==> config.mk <==
export PLATFORM = sky130hd
export DESIGN_NAME = uart_rx_ctrl
export DESIGN_NICKNAME = d
export VERILOG_FILES = /design/src/rtl/uart_pkg.sv /design/src/rtl/sync_2ff.sv /design/src/rtl/uart_rx_ctrl.sv
export SDC_FILE = /design/constraint.sdc
export NUM_CORES = 1
export LEC_CHECK = 0
export CORE_ASPECT_RATIO = 2
export CORE_MARGIN = 10
export CORE_UTILIZATION = 48
export CTS_CLUSTER_SIZE = 16
export DETAILED_ROUTE_END_ITERATION = 8
export PLACE_DENSITY_LB_ADDON = 0.12
export SYNTH_ARGS = -nofsm -noshare
export SYNTH_HDL_FRONTEND = slang
export SYNTH_SLANG_ARGS = --single-unit
==> constraint.sdc <==
create_clock -name clk -period 2.1 [get_ports clk]
set_input_delay 0.21 -clock clk [delete_from_list [all_inputs] [get_ports clk]]
set_output_delay 0.21 -clock clk [all_outputs]
set_load 0.02 [all_outputs]
==> src/rtl/uart_pkg.sv <==
// Shared types and constants for the UART receive path.
// The frame-timing constants are pre-sized to the counter widths they compare against.
package uart_pkg;

    typedef enum logic [2:0] {
        IDLE,
        START,
        DATA,
        PARITY,
        STOP
    } rx_state_e;

    localparam int OVERSAMPLE = 16;
    localparam int MID_SAMPLE = 8;
    localparam int DATA_BITS  = 8;

    // Terminal counts, sized to the 4-bit tick counter and the 3-bit bit counter.
    localparam logic [3:0] TICK_LAST = 4'(OVERSAMPLE - 1);
    localparam logic [3:0] TICK_MID  = 4'(MID_SAMPLE - 1);
    localparam logic [2:0] BIT_LAST  = 3'(DATA_BITS - 1);

endpackage

==> src/rtl/sync_2ff.sv <==
// Two-flop synchroniser for a single asynchronous input.
// Both flops take RESET_VAL on reset, so an idle-high line never shows a spurious edge.
module sync_2ff #(
    parameter logic RESET_VAL = 1'b0
) (
    input  logic clk,
    input  logic rst,
    input  logic d,
    output logic q
);

    logic meta;

    // NOTE: sequential state always uses non-blocking assignment so every flop samples pre-edge values.
    always_ff @(posedge clk or posedge rst) begin
        if (rst) begin
            meta <= RESET_VAL;
            q    <= RESET_VAL;
        end else begin
            meta <= d;
            q    <= meta;
        end
    end

endmodule

==> src/rtl/uart_rx_ctrl.sv <==
// UART receive controller: 16x oversampled start detection and mid-bit sampling.
// Shift and load commands go to an external shift register; the finished byte is read back from it.
module uart_rx_ctrl
    import uart_pkg::*;
#(
    parameter bit PARITY_EN  = 1'b0,
    parameter bit PARITY_ODD = 1'b0
) (
    input  logic       clk,
    input  logic       rst,
    input  logic       baud_tick16,
    input  logic       rx,
    output logic       sr_shift_en,
    output logic       sr_load_en,
    output logic       sr_serial_in,
    output logic [8:0] sr_parallel_in,
    input  logic [8:0] sr_q,
    output logic [7:0] data,
    output logic       data_valid,
    output logic       parity_err,
    output logic       framing_err,
    output logic       busy
);

    rx_state_e  state, state_next;
    logic [3:0] tick_cnt, tick_next;
    logic [2:0] bit_cnt, bit_next;
    logic       par_acc, par_acc_next;
    logic       par_mis, par_mis_next;

    logic       rx_s;
    logic       rx_prev;
    logic       rx_fall;

    logic       shift_next;
    logic       load_next;
    logic       serial_next;
    logic       valid_next;
    logic [7:0] data_next;
    logic       perr_next;
    logic       ferr_next;

    // Bit 8 of the shift register never carries frame data.
    logic       sr_q_unused;
    assign sr_q_unused = sr_q[8];

    sync_2ff #(
        .RESET_VAL(1'b1)
    ) u_rx_sync (
        .clk(clk),
        .rst(rst),
        .d  (rx),
        .q  (rx_s)
    );

    // A start needs a real 1->0 transition; a line held low after a bad stop bit cannot retrigger.
    assign rx_fall        = rx_prev & ~rx_s;
    assign sr_parallel_in = 9'h000;
    assign busy           = (state != IDLE);

    // NOTE: every variable written here gets a default first, so no path can infer a latch.
    always_comb begin
        state_next   = state;
        tick_next    = tick_cnt;
        bit_next     = bit_cnt;
        par_acc_next = par_acc;
        par_mis_next = par_mis;
        shift_next   = 1'b0;
        load_next    = 1'b0;
        serial_next  = sr_serial_in;
        valid_next   = 1'b0;
        data_next    = data;
        perr_next    = parity_err;
        ferr_next    = framing_err;

        unique case (state)
            IDLE: begin
                if (rx_fall) begin
                    tick_next  = '0;
                    load_next  = 1'b1;
                    state_next = START;
                end
            end

            START: begin
                if (baud_tick16) begin
                    if (tick_cnt == TICK_MID) begin
                        if (rx_s) begin
                            state_next = IDLE;
                        end else begin
                            tick_next    = '0;
                            bit_next     = '0;
                            par_acc_next = 1'b0;
                            par_mis_next = 1'b0;
                            state_next   = DATA;
                        end
                    end else begin
                        tick_next = tick_cnt + 4'd1;
                    end
                end
            end

            DATA: begin
                if (baud_tick16) begin
                    // The counter wraps to 0 on the sampling tick, which starts the next bit period.
                    tick_next = tick_cnt + 4'd1;
                    if (tick_cnt == TICK_LAST) begin
                        shift_next   = 1'b1;
                        serial_next  = rx_s;
                        par_acc_next = par_acc ^ rx_s;
                        bit_next     = bit_cnt + 3'd1;
                        if (bit_cnt == BIT_LAST) begin
                            state_next = PARITY_EN ? PARITY : STOP;
                        end
                    end
                end
            end

            PARITY: begin
                if (baud_tick16) begin
                    tick_next = tick_cnt + 4'd1;
                    if (tick_cnt == TICK_LAST) begin
                        par_mis_next = par_acc ^ rx_s ^ PARITY_ODD;
                        state_next   = STOP;
                    end
                end
            end

            STOP: begin
                if (baud_tick16) begin
                    tick_next = tick_cnt + 4'd1;
                    if (tick_cnt == TICK_LAST) begin
                        data_next  = sr_q[7:0];
                        perr_next  = par_mis;
                        ferr_next  = ~rx_s;
                        valid_next = 1'b1;
                        state_next = IDLE;
                    end
                end
            end

            default: begin
                state_next = IDLE;
            end
        endcase
    end

    always_ff @(posedge clk or posedge rst) begin
        if (rst) begin
            state        <= IDLE;
            tick_cnt     <= '0;
            bit_cnt      <= '0;
            par_acc      <= 1'b0;
            par_mis      <= 1'b0;
            rx_prev      <= 1'b1;
            sr_shift_en  <= 1'b0;
            sr_load_en   <= 1'b0;
            sr_serial_in <= 1'b0;
            data_valid   <= 1'b0;
            data         <= 8'h00;
            parity_err   <= 1'b0;
            framing_err  <= 1'b0;
        end else begin
            state        <= state_next;
            tick_cnt     <= tick_next;
            bit_cnt      <= bit_next;
            par_acc      <= par_acc_next;
            par_mis      <= par_mis_next;
            rx_prev      <= rx_s;
            sr_shift_en  <= shift_next;
            sr_load_en   <= load_next;
            sr_serial_in <= serial_next;
            data_valid   <= valid_next;
            data         <= data_next;
            parity_err   <= perr_next;
            framing_err  <= ferr_next;
        end
    end

endmodule

# Word level (Yosys, flattened, before mapping)
# Index checks and enable logic that the tools add are counted.
# Widths: inputs -> output; s select.
# classes
n_addsub	2
n_eq_ne	20
reduce_logical	12
muxes	37
n_bitwise	3
# ops
op	n
$mux 3	15
$ne 2x2->1 const B	11
$mux 4	5
$pmux 3 s5	1
$pmux 4 s3	1
$reduce_and 6->1	2
$mux 1	11
$reduce_and 10->1	1
$eq 3x2->1 const B	2
$eq 3x3->1 const B	2
$pmux 3 s2	1
$reduce_and 3->1	2
$reduce_bool 3->1	2
$reduce_and 5->1	1
$add 4x1->4 const B	1
$eq 4x3->1 const B	1
$eq 4x4->1 const B	1
$pmux 1 s2	2
$reduce_bool 2->1	2
$add 3x1->3 const B	1
$eq 3x1->1 const B	1
$logic_not 3->1	1
$ne 3x3->1 const B	1
$reduce_or 3->1	1
other kinds (5)	5
# word_totals
out_inout_bits	24
reg_bits	29
input_bits	13

# Logic depth before layout (Yosys ltp)
# Gate-level depths: netlist (run 1).
# depth
ltp_word	5
depth_mapped	6

# Hierarchy
# Synthesis (run 1) repeated with hierarchy kept, for this count alone.
# hier_totals
cells_unflattened	125
hier_area_um2	1438.9
# modules_own_cells
module	instances	cells_each	area_each_um2
uart_rx_ctrl	1	122	1382.6
sync_2ff	1	3	56.3

# Least setup slack after synthesis (run 1)
# No wires, ideal clock.
# synth_timing
kind	register to register
from	register tick_cnt[3]
to	register bit_cnt[0]
stages_incl_launch_ff	5
setup_time_ns	0.125
n_path_buf	1
setup_slack_ns	0.395
t_arrival_ns	1.579
cell_sequence	dfrtp_1 > buf_6 > or4b_1 > a211o_1 > mux2_4
# synth_via
elab_chain_len	3
word_cells_on_any_way	5
cone_classes	4 x eq/ne; 1 x reduce/logical
# synth_rtl
item	line_no	text
start, declared	uart_rx_ctrl.sv:26	logic [3:0] tick_cnt, tick_next;
start signal, assigned	uart_rx_ctrl.sv:165	tick_cnt <= tick_next;
$eq 4x4->1 or $eq 4x3->1 (tied branches)	uart_rx_ctrl.sv:107, uart_rx_ctrl.sv:87	
$ne 2x2->1 (no line)	--	
$reduce_and 6->1 (no line) (*)	--	
end signal, assigned	uart_rx_ctrl.sv:166	bit_cnt <= bit_next;
end, declared	uart_rx_ctrl.sv:27	logic [2:0] bit_cnt, bit_next;
# Every way passes the cells marked *; elsewhere a longest branch is shown, timed or not.
# A chain may end at the register's enable or synchronous reset.

# Worst setup path after layout (run 1)
# layout_timing
from	register state[2]
to	output port busy
# layout_via
elab_chain_len	1
# layout_rtl
item	line_no	text
start, declared	uart_rx_ctrl.sv:25	rx_state_e state, state_next;
start signal, assigned	uart_rx_ctrl.sv:164	state <= state_next;
$reduce_bool 3->1	uart_rx_ctrl.sv:59	assign busy = (state != IDLE);
end, declared	uart_rx_ctrl.sv:22	output logic busy
# No other way between the ends.

==> results.md, run 1 <==
- Grt total ovfl: 0
- Die H: 96.7 µm
- Register area: 729 µm²
- Area of the core: 0.00280 mm²
- Post-synth cell types: 46
- GPL Wtd Cong: 0.846
- Post-Syn Instances: 120
- Synth Register Bits: 29
- Seq/Total Area, Yosys: 0.517
- DRC viols: 0
- VDD IR max: 696 µV
- Worst r2r dst: tick_cnt[1]
- Max Slew Vio Count: 0
- Largest net degree at the start of global routing: 30
- GR Util All Layers: 0.116
- Yosys warning total: 0
- Worst EP arrival: approximately 1.8 ns
- DRT iter0 DRCs: 25
- Main flop type after synthesis: dfrtp_1
- Port buffer count: 26
- Max Root-Sink Buffers: 2
- Layout Skew: 0.00273 ns
- Worst setup EP type: output port
- Starting Density: 0.503
- RSZ-0062 raised after global routing: false
- Post-route setup TNS: 0 ns
- Final ANT Viol Nets: 0
- Reg2reg start: tick_cnt[0]
- DR WL/cell: about 16 µm
- Final hold vios: 0
- CP Class: reg -> out
- Die Area: about 0.0056 mm²
- # resized after CTS: 0
- H-tree depth: 2
- Layout area overhead: 24.2%
- Die outline width: 58.3 µm
- CTS tree: built
- Via Count: 1000
- CP required: 1.89 ns
- FFs w/ async S/R, synth: 1.00
- DP HPWL: approximately 2300 µm
- Nets: 167
- Slew headroom: 0.621
- TritonRoute pass-1 iters: 4
- Initial antenna violation count: 0
- Multi-input logic area: a little under 600 µm²
- Pwr Density: 1140 mW/mm²
- R2R cell count: 5
- Mapped Area: about 0.0014 mm²
- Diode count: 0
- Fin util: 0.625
- F_max: ~500 MHz
- Worst-Skew Late Latency: 0.28 ns
- Final wirelength: about 3000 µm
- CP startpoint kind: register
- Min Tclk post-route: 2.00 ns
- Total CTS buffers: 5
- Syn_area_per_cell: 11.8 µm²
- Worst-Margin Slew: 0.561 ns
- Setup bufs post-CTS: 0
- Cell Rows: 27
- Status: finished, final reports clean
- P_leak: 0.809 nW
- Fillcell total: about 250
- Worst R2R Setup Slack: ~0.24 ns
- Cts hold-fix bufs: 0
- Share of post-route cells with drive strength above 1: 0.204
- Setup-failing EPs final: 0
- Crit Path Max Fanout: 12
- Vias per cell: 5.52
- Post-synth EDFFs: 0
- Max cap viols: 0
- Root Driver: clkbuf_8
- First-pass GRT wire length: 5120 µm
- Worst min-delay path class: in -> async
- Number of global-route vias before repair: 1042
- Clock Pin Slew Worst Setup and Hold Paths: 0.06 ns
- Final period util: 0.952
- TritonCTS Sinks: 29
- I/O pins: 37
routing by layer:
layer  up-vias  routed length [µm]  global-route usage  share of wire
li1        475                   -                   -              -
met1       492                1060               0.114           0.35
met2        27                1740               0.199           0.58
met3         6                 135              0.0405          0.045
met4         0                  50              0.0598          0.017
met5         -                   0                   0              0
cell type report:
cell class,count,area share
well taps,29,0.0207
multi-input cells,79,0.339
flip-flops and latches,29,0.416
inverters,6,0.0129
clock buffers,8,0.0457
repair buffers,30,0.166
how the worst max path moves through the flow:
stage               cells past startpoint         from     endpoint
finish                                  2     state[2]         busy
global route                            2     state[1]         busy
CTS                                     2     state[2]         busy
detailed placement                      4  baud_tick16  tick_cnt[1]
global placement                        4  baud_tick16  tick_cnt[0]
floorplan                               4  tick_cnt[3]   bit_cnt[0]
per-stage QoR:
step                power, W  cells  hold WS (ns)  setup WS, ns  area (µm²)
global route         0.00215    181         0.316        0.0108        1750
floorplan            0.00133    128         0.214         0.395        1440
detailed placement   0.00159    173         0.353         0.180        1670
global placement     0.00155    173         0.346         0.201        1670
finish               0.00200    181         0.293         0.100        1750
CTS                  0.00203    181         0.307        0.0906        1750
synthesized netlist by cell type, types with 2 or more instances:
cell,number,share of area
dfrtp_1,26,0.46
inv_1,6,0.016
mux2_2,11,0.088
dfstp_2,3,0.056
clkbuf_1,3,0.0080
or4b_1,2,0.014
ha_1,3,0.027
and3_1,2,0.0089
nor2_1,4,0.011
a21oi_1,3,0.011
a22o_2,2,0.014
a211o_1,2,0.012
nand3_1,2,0.0071
nor2b_1,3,0.013
nand3b_1,2,0.011
nand2_1,4,0.011
o21ai_0,5,0.018
buf_4,9,0.048
placed cells by master (no fill, tap or decap), types with 2 or more instances in the layout:
master,n
ha_1,3
nand3_1,2
clkbuf_1,3
o21ai_0,5
inv_1,6
clkdlybuf4s50_1,26
a211o_1,2
conb_1,9
nand2_1,4
a21oi_1,3
nor2_1,4
nor2b_1,3
and3_1,2
buf_4,4
dfstp_2,3
mux2_2,11
or4b_1,2
dfrtp_1,26
nand3b_1,2
a22o_2,2
clkbuf_8,5
registers in the layout, summed over array words and instances, names as in the netlist:
signal	flops
u_rx_sync.q	1
tick_cnt	4
sr_load_en	1
par_acc	1
data_valid	1
u_rx_sync.meta	1
par_mis	1
sr_shift_en	1
bit_cnt	3
data	8
sr_serial_in	1
rx_prev	1
parity_err	1
framing_err	1
state	3
critical path, stage by stage, from the launching register on:
cell             delay [ns]
dfrtp_1                0.49
or3_1                  0.46
clkdlybuf4s50_1        0.56
kinds of logic after synthesis:
logic type,count (synthesis),share of synthesized area
fa+ha+maj,3,0.0266
simple gates,30,0.137
xor+xnor,2,0.0124
other cells,1,0.00266
compound gates,22,0.115
mux,13,0.106
buf+inv,20,0.0834
flops,29,0.517
where the power goes:
part           internal (W)  switching [W]
registers          0.000692       0.000142
clock network      0.000235       0.000193
logic              0.000384       0.000358
total               0.00131       0.000693
(Power assumes the default switching activity.)
==> run 2: changes to the inputs <==
TNS_END_PERCENT = 50   (was not set)
==> results of run 2 <==
Final layout, timing and power as in run 1 (identical DEF).
==> run 3: changes to the inputs <==
CTS_CLUSTER_SIZE = not set   (was 16)
==> results of run 3 <==
Final layout, timing and power as in run 1 (identical DEF).
